## src/rtl/pool_window_feeder_if.sv

```systemverilog
// Window-stream bundle between the conv output buffer, the window feeder and the max-pool stage.
// master = feeder side; slave = buffer/consumer/environment side.
interface pool_window_feeder_if #(
    parameter int INPUT_NUM = 6,
    parameter int WD        = 8,
    parameter int ADDR_W    = 10
);
    logic                           start;
    logic                           busy;
    logic                           done;
    logic                           mem_rd_en;
    logic [ADDR_W-1:0]              mem_rd_addr;
    logic [INPUT_NUM-1:0][WD-1:0]   mem_rd_data;
    logic                           aa_en;
    logic                           aa_first_data;
    logic                           aa_last_data;
    logic [INPUT_NUM-1:0][WD-1:0]   data_o;

    modport master (
        input  start, mem_rd_data,
        output busy, done, mem_rd_en, mem_rd_addr,
               aa_en, aa_first_data, aa_last_data, data_o
    );

    modport slave (
        output start, mem_rd_data,
        input  busy, done, mem_rd_en, mem_rd_addr,
               aa_en, aa_first_data, aa_last_data, data_o
    );
endinterface

```

## src/rtl/pool_window_feeder.sv

```systemverilog
// Walks a stored feature map in POOL x POOL windows (dx innermost) and streams one element
// per cycle to the max-pool stage; data trails the flags by the buffer's 1-cycle read latency.
module pwf_lane #(
    parameter int WD = 8
) (
    input  logic          vld_i,
    input  logic [WD-1:0] din_i,
    output logic [WD-1:0] dout_o
);
    assign dout_o = vld_i ? din_i : '0;
endmodule

module pool_window_feeder #(
    parameter int INPUT_NUM = 6,
    parameter int IN_W      = 28,
    parameter int IN_H      = 28,
    parameter int POOL      = 2,
    parameter int ADDR_W    = 10,
    parameter int WD        = 8
) (
    input  logic                  clk,
    input  logic                  rst,
    pool_window_feeder_if.master  bus
);
    localparam int OUT_W = IN_W / POOL;
    localparam int OUT_H = IN_H / POOL;
    localparam int OXW   = $clog2(OUT_W + 1);
    localparam int OYW   = $clog2(OUT_H + 1);

    localparam logic [1:0]        P_LAST    = 2'(POOL - 1);
    localparam logic [OXW-1:0]    OX_LAST   = OXW'(OUT_W - 1);
    localparam logic [OYW-1:0]    OY_LAST   = OYW'(OUT_H - 1);
    localparam logic [ADDR_W-1:0] ROW_STEP  = ADDR_W'(IN_W);
    localparam logic [ADDR_W-1:0] WIN_STEP  = ADDR_W'(POOL);
    localparam logic [ADDR_W-1:0] BAND_STEP = ADDR_W'(POOL * IN_W);

    typedef enum logic [1:0] {IDLE, RUN, DRAIN} state_e;

    state_e            state_q;
    logic [1:0]        dx_q, dx_d, dy_q, dy_d;
    logic [OXW-1:0]    ox_q, ox_d;
    logic [OYW-1:0]    oy_q, oy_d;
    // band = top-left of the current window row, win = top-left of the window,
    // row = start of the current line inside the window
    logic [ADDR_W-1:0] band_q, band_d, win_q, win_d, row_q, row_d;
    logic [ADDR_W-1:0] addr_d;
    logic              first_d, last_d, last_elem;

    logic              busy_q, done_q, rd_en_q, first_q, last_q, rd_valid_q;
    logic [ADDR_W-1:0] addr_q;

    always_comb begin
        dx_d   = dx_q;
        dy_d   = dy_q;
        ox_d   = ox_q;
        oy_d   = oy_q;
        band_d = band_q;
        win_d  = win_q;
        row_d  = row_q;
        last_elem = (dx_q == P_LAST) && (dy_q == P_LAST) &&
                    (ox_q == OX_LAST) && (oy_q == OY_LAST);
        if (dx_q != P_LAST) begin
            dx_d = dx_q + 2'd1;
        end else begin
            dx_d = '0;
            if (dy_q != P_LAST) begin
                dy_d  = dy_q + 2'd1;
                row_d = row_q + ROW_STEP;
            end else begin
                dy_d = '0;
                if (ox_q != OX_LAST) begin
                    ox_d  = ox_q + OXW'(1);
                    win_d = win_q + WIN_STEP;
                    row_d = win_d;
                end else begin
                    ox_d   = '0;
                    oy_d   = oy_q + OYW'(1);
                    band_d = band_q + BAND_STEP;
                    win_d  = band_d;
                    row_d  = band_d;
                end
            end
        end
        addr_d  = row_d + ADDR_W'(dx_d);
        first_d = (dx_d == 2'd0) && (dy_d == 2'd0);
        last_d  = (dx_d == P_LAST) && (dy_d == P_LAST);
    end

    always_ff @(posedge clk or posedge rst) begin
        if (rst) begin
            state_q    <= IDLE;
            dx_q       <= '0;
            dy_q       <= '0;
            ox_q       <= '0;
            oy_q       <= '0;
            band_q     <= '0;
            win_q      <= '0;
            row_q      <= '0;
            busy_q     <= 1'b0;
            done_q     <= 1'b0;
            rd_en_q    <= 1'b0;
            first_q    <= 1'b0;
            last_q     <= 1'b0;
            addr_q     <= '0;
            rd_valid_q <= 1'b0;
        end else begin
            rd_valid_q <= rd_en_q;
            case (state_q)
                IDLE: begin
                    done_q <= 1'b0;
                    if (bus.start) begin
                        state_q <= RUN;
                        busy_q  <= 1'b1;
                        rd_en_q <= 1'b1;
                        addr_q  <= '0;
                        first_q <= 1'b1;
                        last_q  <= (POOL == 1);
                        dx_q    <= '0;
                        dy_q    <= '0;
                        ox_q    <= '0;
                        oy_q    <= '0;
                        band_q  <= '0;
                        win_q   <= '0;
                        row_q   <= '0;
                    end
                end
                RUN: begin
                    if (last_elem) begin
                        state_q <= DRAIN;
                        rd_en_q <= 1'b0;
                        addr_q  <= '0;
                        first_q <= 1'b0;
                        last_q  <= 1'b0;
                        done_q  <= 1'b1;
                    end else begin
                        dx_q    <= dx_d;
                        dy_q    <= dy_d;
                        ox_q    <= ox_d;
                        oy_q    <= oy_d;
                        band_q  <= band_d;
                        win_q   <= win_d;
                        row_q   <= row_d;
                        addr_q  <= addr_d;
                        first_q <= first_d;
                        last_q  <= last_d;
                    end
                end
                DRAIN: begin
                    // start is deliberately not looked at here
                    state_q <= IDLE;
                    busy_q  <= 1'b0;
                    done_q  <= 1'b0;
                end
                default: state_q <= IDLE;
            endcase
        end
    end

    assign bus.busy          = busy_q;
    assign bus.done          = done_q;
    assign bus.mem_rd_en     = rd_en_q;
    assign bus.mem_rd_addr   = addr_q;
    assign bus.aa_en         = rd_en_q;
    assign bus.aa_first_data = first_q;
    assign bus.aa_last_data  = last_q;

    for (genvar g = 0; g < INPUT_NUM; g++) begin : g_lane
        pwf_lane #(.WD(WD)) u_lane (
            .vld_i  (rd_valid_q),
            .din_i  (bus.mem_rd_data[g]),
            .dout_o (bus.data_o[g])
        );
    end
endmodule

```

## src/flat_wrapper.sv

```systemverilog
// flat-port wrapper written by rule: the top's interface ports become plain ports
module pool_window_feeder_flat 
#(
    parameter int INPUT_NUM = 6,
    parameter int IN_W      = 28,
    parameter int IN_H      = 28,
    parameter int POOL      = 2,
    parameter int ADDR_W    = 10,
    parameter int WD        = 8
)
  (clk, rst, bus_start, bus_mem_rd_data, bus_busy, bus_done, bus_mem_rd_en, bus_mem_rd_addr, bus_aa_en, bus_aa_first_data, bus_aa_last_data, bus_data_o);
  pool_window_feeder_if #(.INPUT_NUM(INPUT_NUM), .WD(WD), .ADDR_W(ADDR_W)) bus_i ();
  input  logic clk;
  input  logic rst;
  input wire logic [$bits(bus_i.start)-1:0] bus_start;
  input wire logic [$bits(bus_i.mem_rd_data)-1:0] bus_mem_rd_data;
  output wire logic [$bits(bus_i.busy)-1:0] bus_busy;
  output wire logic [$bits(bus_i.done)-1:0] bus_done;
  output wire logic [$bits(bus_i.mem_rd_en)-1:0] bus_mem_rd_en;
  output wire logic [$bits(bus_i.mem_rd_addr)-1:0] bus_mem_rd_addr;
  output wire logic [$bits(bus_i.aa_en)-1:0] bus_aa_en;
  output wire logic [$bits(bus_i.aa_first_data)-1:0] bus_aa_first_data;
  output wire logic [$bits(bus_i.aa_last_data)-1:0] bus_aa_last_data;
  output wire logic [$bits(bus_i.data_o)-1:0] bus_data_o;
  assign bus_i.start = bus_start;
  assign bus_i.mem_rd_data = bus_mem_rd_data;
  assign bus_busy = bus_i.busy;
  assign bus_done = bus_i.done;
  assign bus_mem_rd_en = bus_i.mem_rd_en;
  assign bus_mem_rd_addr = bus_i.mem_rd_addr;
  assign bus_aa_en = bus_i.aa_en;
  assign bus_aa_first_data = bus_i.aa_first_data;
  assign bus_aa_last_data = bus_i.aa_last_data;
  assign bus_data_o = bus_i.data_o;
  pool_window_feeder #(.INPUT_NUM(INPUT_NUM), .IN_W(IN_W), .IN_H(IN_H), .POOL(POOL), .ADDR_W(ADDR_W), .WD(WD)) u_core (.clk(clk), .rst(rst), .bus(bus_i));
endmodule
```

## config.mk

```make
export PLATFORM = sky130hd
export DESIGN_NAME = pool_window_feeder_flat
export DESIGN_NICKNAME = d
export VERILOG_FILES = /design/src/rtl/pool_window_feeder_if.sv /design/src/rtl/pool_window_feeder.sv /design/src/flat_wrapper.sv
export SDC_FILE = /design/constraint.sdc
export NUM_CORES = 1
export LEC_CHECK = 0
export ABC_AREA = 0
export CELL_PAD_IN_SITES_DETAIL_PLACEMENT = 0
export CELL_PAD_IN_SITES_GLOBAL_PLACEMENT = 2
export CORE_ASPECT_RATIO = 1.2
export CORE_MARGIN = 8
export CORE_UTILIZATION = 26
export CTS_BUF_LIST = sky130_fd_sc_hd__clkbuf_16
export CTS_CLUSTER_DIAMETER = 120
export CTS_CLUSTER_SIZE = 10
export DETAILED_ROUTE_END_ITERATION = 6
export GPL_TIMING_DRIVEN = 0
export PLACE_DENSITY_LB_ADDON = 0.1
export SETUP_SLACK_MARGIN = 0.5
export SLEW_MARGIN = 10
export SYNTH_ARGS = -nofsm -noshare
export SYNTH_HDL_FRONTEND = slang
export SYNTH_HIERARCHICAL = 1
export SYNTH_SLANG_ARGS = --single-unit
```

## constraint.sdc

```tcl
create_clock -name clk -period 4 [get_ports clk]
set_clock_uncertainty 0.15 [all_clocks]
set_input_delay 0.4 -clock clk [delete_from_list [all_inputs] [get_ports clk]]
set_output_delay 0.4 -clock clk [all_outputs]
set_load 0.05 [all_outputs]
```

==> results of run 1 <==
==> sequential cells by signal, indices dropped and copies added, names as in the netlist, 4 cells and up <==
name,cells
u_core/band_q,7
u_core/bus.mem_rd_addr,10
u_core/ox_q,4
u_core/oy_q,4
u_core/row_q,10
u_core/win_q,10
==> worst paths after layout <==
check,from,end,slack (ps),cells past startpoint
worst max-delay path,u_core/ox_q[1]$_DFFE_PP0P_,u_core/bus.mem_rd_addr[7]$_DFFE_PP0P_,830,13
worst max register to register,u_core/ox_q[1]$_DFFE_PP0P_,u_core/bus.mem_rd_addr[7]$_DFFE_PP0P_,830,13
worst min-delay path,u_core/bus.aa_en$_DFFE_PP0P_,u_core/rd_valid_q$_DFF_PP0_,280,0
worst min register to register,u_core/bus.aa_en$_DFFE_PP0P_,u_core/rd_valid_q$_DFF_PP0_,280,0
min in group asynchronous,rst,u_core/bus.busy$_DFFE_PP0P_,400,2
max in group asynchronous,rst,u_core/row_q[3]$_DFFE_PP0P_,2770,2
==> cell type report <==
| class | count | area share, % |
|---|---|---|
| timing repair buffer | 114 | 22.01 |
| inverter | 16 | 1.207 |
| clock inverter | 7 | 1.834 |
| tap | 168 | 4.054 |
| multi-input combinational | 322 | 37.79 |
| sequential | 57 | 27.51 |
| clock buffer | 9 | 4.344 |
| buffer | 13 | 1.255 |
==> where the power goes <==
group          internal [mW]  switching, mW  leakage, nW
Combinational          0.537          0.976         1.27
Clock                  0.543          0.279        0.145
Sequential             0.772          0.190        0.729
==> stage by stage <==
step	area, sq um	total power [mW]	utilization, %	hold slack, ps
6_report	5185	3.296	39.34	276.6
5_1_grt	5185	3.532	39.34	299.6
4_1_cts	5180	3.342	39.30	282.9
3_5_place_dp	4860	2.500	36.87	269.6
3_3_place_gp	4857	2.480	36.85	265.6
2_1_floorplan	3506	1.968	-	300.2
==> cells in the final DEF (no fill, tap or decap), drive strengths merged, types with 5 or more instances in the layout <==
cell type      netlist  routed
a21oi               18      18
nor2                30      30
nand2               47      47
inv                 16      16
o22ai                5       5
o21ai               42      42
nand2b               6       6
ha                   9       9
or3                  5       5
and2                51      51
nor3                10      10
nand3               20      20
o31ai                5       5
buf                  8       8
xnor2                7       7
clkdlybuf4s50        0     114
clkbuf               5      14
xor2                10      10
dfrtp               57      57
==> logic make-up after synthesis <==
family / after synthesis / share of synthesized area [%]
xor+xnor: 17 / 4.247
fa+ha+maj: 10 / 3.783
buf+inv: 29 / 3.569
mux: 3 / 0.9279
simple gates: 191 / 28.59
flops: 57 / 40.69
compound gates: 101 / 18.20
==> layer usage <==
layer  routed length (microns)  vias up  track usage [%]
met5                         0        -                0
met4                       190        0            5.140
met3                       609       12            2.647
met2                      6527      100            26.74
met1                      5325     1583            16.72
li1                          -     1687                -
==> critical path: stages, from the launching register on <==
cell and delay [ps]:
dfrtp_1 390, inv_1 80, ha_1 170, and3_1 300
buf_2 280, nor3_1 100, a21oi_1 320, inv_1 90
ha_1 290, a21oi_1 60, or2_2 320, nand4b_1 200
xor2_1 180, o21ai_0 160
==> impl_metrics.tcl, run 1 <==
set metrics [dict create \
    ys_types 59 \
    path_max_fanout 10 \
    peakVddDrop_uv 322.3 \
    drt-total-wl_microns 12650 \
    ctsLongestPathBuffers 2 \
    ys_warn_count 6 \
    track_usage_pct 14.73 \
    dr.pass1.iters 4 \
    hold_viol 0 \
    overflow 0 \
    antenna_found_initial 0 \
    stdcell_count 706 \
    ant_nets 0 \
    max_cap_violations 0 \
    dp.final_hpwl_microns 10040 \
    post-route-period-util_pct 79.23 \
    grt_max_degree 58 \
    critical_path_class "flop to flop" \
    cts.sinks 57 \
    rsz0062_at_grt "no" \
    yosysTopAreaCellShare_pct 40.69 \
    drv_slew 0 \
    p_leak_nw 2.141 \
    synth-seq-cells 57 \
    initial_utilization_pct 26.60 \
    num_vias 3382 \
    first_global_vias 3281 \
    async_reset_ff_share_pct 100.0 \
    port-buffer-count 114 \
    ctsRootBufferMaster "clkbuf_16" \
    n_fill_cell 1358 \
    multi_input_area_sq_um 1959 \
    finalSetupTns_ps 0 \
    grt_pass1_wl_microns 19630 \
    synth_fp_nets 469 \
    ctsResizeCount 0 \
    synth-seq-area-share_pct 40.69 \
    drive_above_1_share_pct 7.249 \
    clk_pin_slew_ps 50 \
    die_width_microns 122.0 \
    critPathCaptureType "flop" \
    cts_tree "done" \
    core_sq_um 13180 \
    synth_top_area_cell "dfrtp_1" \
    area_growth_syn_to_layout_pct 47.89 \
    n_antenna_cell 0 \
    startpoint_type "flop" \
    pre_cts_ws_ps 527.9 \
    post-route-min-period_ps 3169 \
    first_iter_violations 141 \
    fp.dieH_microns 143.2 \
    netlist_area_sq_um 3506 \
    die_area_sq_um 17470 \
    ff_latch_area_sq_um 1426 \
    synthMostInstantiatedCell "dfrtp_1" \
    p_per_area_nw_per_um2 635.7 \
    arrival_ps 3260 \
    synthTopCellsByArea "dfrtp_1, and2_1, o21ai_0, nand2_1, ha_1" \
    avgViaCountPerCell 4.790 \
    syn-instance-count 408 \
    clock.fmax_mhz 315.5 \
    place_inst 690 \
    route.detailed.drc 0 \
    row_count 46 \
    synth_common_cells "dfrtp_1, and2_1, nand2_1" \
    required_ps 4100 \
    setup_violations 0 \
    synth_edf_count 0 \
    postCtsSetupBuffers 0 \
    setup_ws_ps 830.8 \
    min_path_type "flop to flop" \
    nets 594 \
    slew_headroom_pct 35.64 \
    syn_area_per_cell_sq_um 8.593 \
    cts.hold.buffers_added 0 \
    cts_buffers 9 \
    ys.flop_type "dfrtp_1" \
    ioPinCount 115 \
    gp_congestion 0.7978 \
    outcome "complete, no violations" \
    wl_per_cell_microns 17.92 \
    worst-slew-pin-transition_ps 965.5 \
    clock_latency_ps 330 \
    cts_max_level 3 \
]
No activity file was read; power rests on OpenSTA's default activity.
==> run 2: changes to the inputs <==
clock period = 3.2 ns   (was 4 ns; I/O delays follow)
==> run 2 against run 1 <==
- critical path depth down 3
- critical endpoint is now u_core/bus.mem_rd_addr[8]$_DFFE_PP0P_
- clock power rose by 23%
- non-clock buffer count increased by 10
==> impl_metrics.tcl, run 2 (same netlist as run 1, synthesis figures left out) <==
set metrics [dict create \
    overflow 0 \
    hold_viol 0 \
    n_fill_cell 1345 \
    die_width_microns 122.0 \
    critical-path-max-stage-delay_ps 460 \
    cp_top_family "simple AND/OR/NAND/NOR gates" \
    fp.dieH_microns 143.2 \
    cts_buffers 9 \
    cts_tree "done" \
    grt_max_degree 58 \
    dr.pass1.iters 4 \
    p_per_area_nw_per_um2 795.6 \
    clock.fmax_mhz 373.4 \
    cts.sinks 57 \
    die_area_sq_um 17470 \
    clock_latency_ps 320 \
    required_ps 3310 \
    min_path_type "flop to flop" \
    num_vias 3443 \
    critPathCaptureType "flop" \
    cts_max_level 3 \
    post-route-period-util_pct 83.70 \
    route.detailed.drc 0 \
    first_iter_violations 153 \
    slew_headroom_pct 47.36 \
    ioPinCount 115 \
    drt-total-wl_microns 12940 \
    antenna_found_initial 0 \
    p_total_mw 4.305 \
    drv_slew 0 \
    gp_congestion 0.7903 \
    setup_violations 0 \
    drive_above_1_share_pct 13.14 \
    area_growth_syn_to_layout_pct 54.35 \
    core_sq_um 13180 \
    initial_utilization_pct 26.60 \
    rsz0062_at_grt "yes" \
    cp_slowest_cell "or4_1" \
    first_global_vias 3247 \
    arrival_ps 2790 \
    path_max_fanout 4 \
    row_count 46 \
    final_common_cell "clkdlybuf4s50_1" \
    crit_chain "ha_4 -> and3_4 -> nor2_4 -> a22o_1 -> ha_2 -> inv_2 -> fa_2 -> or2_4 -> or4_1 -> nand3_1" \
    track_usage_pct 14.83 \
    grt_pass1_wl_microns 19710 \
    cp_num_buf_inv 1 \
    wl_per_cell_microns 18.07 \
    max_cap_violations 0 \
    post-route-min-period_ps 2678 \
    final_cell_mix "clkdlybuf4s50_1, dfrtp_1, and2_1" \
    critical_path_class "flop to flop" \
    p_leak_nw 2.243 \
    n_antenna_cell 0 \
    avgViaCountPerCell 4.809 \
    outcome "complete, no violations" \
    ant_nets 0 \
    startpoint_type "flop" \
    ctsRootBufferMaster "clkbuf_16" \
    ctsLongestPathBuffers 2 \
    nets 604 \
    finalSetupTns_ps 0 \
    worst-slew-pin-transition_ps 782.4 \
    whs_ps 275.5 \
    peakVddDrop_uv 390.9 \
    clk_pin_slew_ps 50 \
    port-buffer-count 114 \
    dp.final_hpwl_microns 10050 \
]
==> run 2: changes by cell type in the layout (fill, tap and decap cells not counted), sizes merged <==
cell	previous run	this run
buf	8	18
clkinv	2	4
clkinvlp	3	1
==> run 2: cell type report <==
type                            instances  area [sq um]  area share [%]
Clock inverter                          7         85.08           1.572
Buffer                                 13         81.33           1.503
Multi-Input combinational cell        322          2098           38.77
Clock buffer                            9         225.2           4.162
Tap cell                              168         210.2           3.884
Sequential cell                        57          1433           26.47
Timing Repair Buffer                  124          1216           22.47
Inverter                               16         62.56           1.156
==> run 2: per-layer routing <==
layer,vias to the layer above,GRT usage (%),share of wire (%)
li1,1715,-,-
met1,1626,16.95,42
met2,89,26.37,51
met3,13,3.279,5.2
met4,0,5.140,1.6
met5,-,0,0
==> run 2: final timing paths <==
path	startpoint	endpoint	cells past startpoint	slack, ps
worst max-delay path	u_core/ox_q[0]$_DFFE_PP0P_	u_core/bus.mem_rd_addr[8]$_DFFE_PP0P_	10	520
worst min-delay path	u_core/bus.aa_en$_DFFE_PP0P_	u_core/rd_valid_q$_DFF_PP0_	0	280
worst max register to register	u_core/ox_q[0]$_DFFE_PP0P_	u_core/bus.mem_rd_addr[8]$_DFFE_PP0P_	10	520
worst min register to register	u_core/bus.aa_en$_DFFE_PP0P_	u_core/rd_valid_q$_DFF_PP0_	0	280
max in group asynchronous	rst	u_core/rd_valid_q$_DFF_PP0_	2	2020
min in group asynchronous	rst	u_core/bus.aa_en$_DFFE_PP0P_	2	330
==> run 2: per-stage QoR <==
step	area, sq um	setup WS [ps]	std cells	util [%]
after detailed placement	4871	-132.3	690	36.96
after global routing	5411	419.6	716	41.06
after CTS	5279	394.2	709	40.05
final	5411	521.6	716	41.06
after global placement	4868	-142.0	690	36.94
after floorplan	3517	511.9	408	-
==> run 2: timing repair <==
| item | in CTS | in global routing |
|---|---|---|
| resized for setup | 20 | 21 |
| setup endpoints to repair | 78 | 29 |
| hold buffers | 0 | 0 |
| buffers inserted | 3 | 7 |
| pin swaps | 2 | 9 |
==> run 2: where the power goes <==
| part | total (mW) | switching [mW] | internal (mW) | leakage, nW |
|---|---|---|---|---|
| registers | 1.21 | 0.248 | 0.966 | 0.727 |
| clock network | 1.01 | 0.339 | 0.672 | 0.150 |
| logic | 2.08 | 1.29 | 0.789 | 1.37 |
==> run 3: changes to the inputs <==
clock period = 2.6 ns   (was 3.2 ns; I/O delays follow)
==> run 3 against run 2 <==
- the flow now finishes with violations (setup timing)
- die area unchanged
- sequential power up 25%
- cell count rose by 4.9%
- utilization up 4.1 points
- worst hold slack better by 5.0 ps
- non-clock buffer count is 35 higher
- critical path type unchanged
- largest cell class unchanged
- largest power group unchanged
==> impl_metrics.tcl, run 3 (same netlist as run 1, synthesis figures left out) <==
set metrics [dict create \
    clock.fmax_mhz 371.7 \
    dr.pass1.iters 4 \
    outcome "finished, violations left" \
    n_antenna_cell 0 \
    gr-usage-met3_pct 3.951 \
    avgViaCountPerCell 4.852 \
    r2r_cells 9 \
    max_cap_violations 0 \
    stdcell_count 751 \
    required_ps 2720 \
    crit_path_end "u_core/bus.mem_rd_addr[8]$_DFFE_PP0P_" \
    core_sq_um 13180 \
    setup_violations 2 \
    drt-total-wl_microns 14030 \
    cts_max_level 3 \
    slew_headroom_pct 43.86 \
    whs_ps 280.6 \
    grt_pass1_wl_microns 21130 \
    final_cell_mix "clkdlybuf4s50_1, dfrtp_1, and2_1" \
    crit_cells 9 \
    row_count 46 \
    use_met1_pct 17.77 \
    ctsLongestPathBuffers 2 \
    track_usage_pct 16.02 \
    wl_per_cell_microns 18.68 \
    setup_ws_ps -90.03 \
    post-route-period-util_pct 103.5 \
    gp_congestion 0.7731 \
    peakVddDrop_uv 494.9 \
    p_per_area_nw_per_um2 943.8 \
    grtUsageMet2_pct 29.39 \
    pre_cts_ws_ps -283.5 \
    p_total_mw 5.613 \
    startpoint_type "flop" \
    initial_utilization_pct 26.60 \
    cts.sinks 57 \
    min_path_type "input port to asynchronous set/reset pin" \
    grt_max_degree 58 \
    dp.final_hpwl_microns 10440 \
    area_growth_syn_to_layout_pct 69.63 \
    first_iter_violations 109 \
    fp.dieH_microns 143.2 \
    place_inst 690 \
    post-route-util_pct 45.12 \
    crit_start "u_core/dx_q[1]$_DFFE_PP0P_" \
    ff2ff_setup_slack_ps -90 \
    cp_top_family "simple AND/OR/NAND/NOR gates" \
    rr_startpoint "u_core/dx_q[1]$_DFFE_PP0P_" \
    die_area_sq_um 17470 \
    final_common_cell "clkdlybuf4s50_1" \
    clk_pin_slew_ps 50 \
    arrival_ps 2810 \
    cp_slowest_cell "or4_4" \
    ff_latch_area_sq_um 1433 \
    rsz0062_at_grt "yes" \
    cts_buffers 9 \
    crit_chain "nand4bb_4 -> nor2_4 -> a22o_1 -> ha_2 -> inv_2 -> fa_2 -> or2_4 -> or4_4 -> nand3_2" \
    timing.rr.end "u_core/bus.mem_rd_addr[8]$_DFFE_PP0P_" \
    die_width_microns 122.0 \
    ctsRootBufferMaster "clkbuf_16" \
    cts_tree "done" \
    nets 639 \
    critical-path-max-stage-delay_ps 480 \
    post-route-min-period_ps 2690 \
    cp_num_buf_inv 1 \
    multi_input_area_sq_um 2375 \
    post-route-cell-area_sq_um 5947 \
    p_leak_nw 2.551 \
    violations "setup timing" \
    clock_latency_ps 330 \
    path_max_fanout 6 \
    drv_slew 0 \
    port-buffer-count 114 \
    hold_viol 0 \
    busiest_layer "met2" \
    drive_above_1_share_pct 34.48 \
    critPathCaptureType "flop" \
    ant_nets 0 \
    antenna_found_initial 0 \
    num_vias 3644 \
    worst-slew-pin-transition_ps 842.1 \
    route.detailed.drc 0 \
    finalSetupTns_ps -132.5 \
    first_global_vias 3519 \
    ioPinCount 115 \
    postPlaceCellArea_sq_um 4926 \
    critical_path_class "flop to flop" \
    n_fill_cell 1316 \
    overflow 0 \
]
## run 3: worst reg2reg max path: cells and delay by family (launching register included)
kind | cells | cell delay (ps)
AO/OA/AOI/OAI | 1 | 170
AND/OR/NAND/NOR | 5 | 1300
adder cells (fa/ha/maj) | 2 | 540
buffers and inverters | 1 | 40
flip-flops | 1 | 430
## run 3: cell type report
cell class              count  area share, %
multi-input cells         322          39.93
repair buffers            159          24.89
flip-flops and latches     57          24.09
clock buffers               9          3.787
well taps                 168          3.535
plain buffers              13          2.041
inverters                  16          1.094
clock inverters             7         0.6312
## run 3: where the power goes
group	internal, mW	switching [mW]
Combinational	1.25	1.81
Clock	0.631	0.418
Sequential	1.19	0.318
Total	3.07	2.55
## run 3: timing repair
action	in CTS	in global routing
resized for setup	159	132
setup endpoints to repair	98	76
cloned	0	2
buffers inserted	14	29
hold buffers	0	0
pin swaps	11	40
## run 3: how the worst min path moves through the flow
stage,to
after detailed placement,u_core/rd_valid_q$_DFF_PP0_
final,u_core/row_q[0]$_DFFE_PP0P_
after global placement,u_core/rd_valid_q$_DFF_PP0_
after CTS,u_core/dx_q[0]$_DFFE_PP0P_
after global routing,u_core/rd_valid_q$_DFF_PP0_
after floorplan,u_core/bus.busy$_DFFE_PP0P_
## run 3: layer usage
metal  vias to the layer above  share of wire, %
met5                         -                 0
met2                        88                53
met1                      1759                41
li1                       1786                 -
met4                         0               1.2
met3                        11               4.8
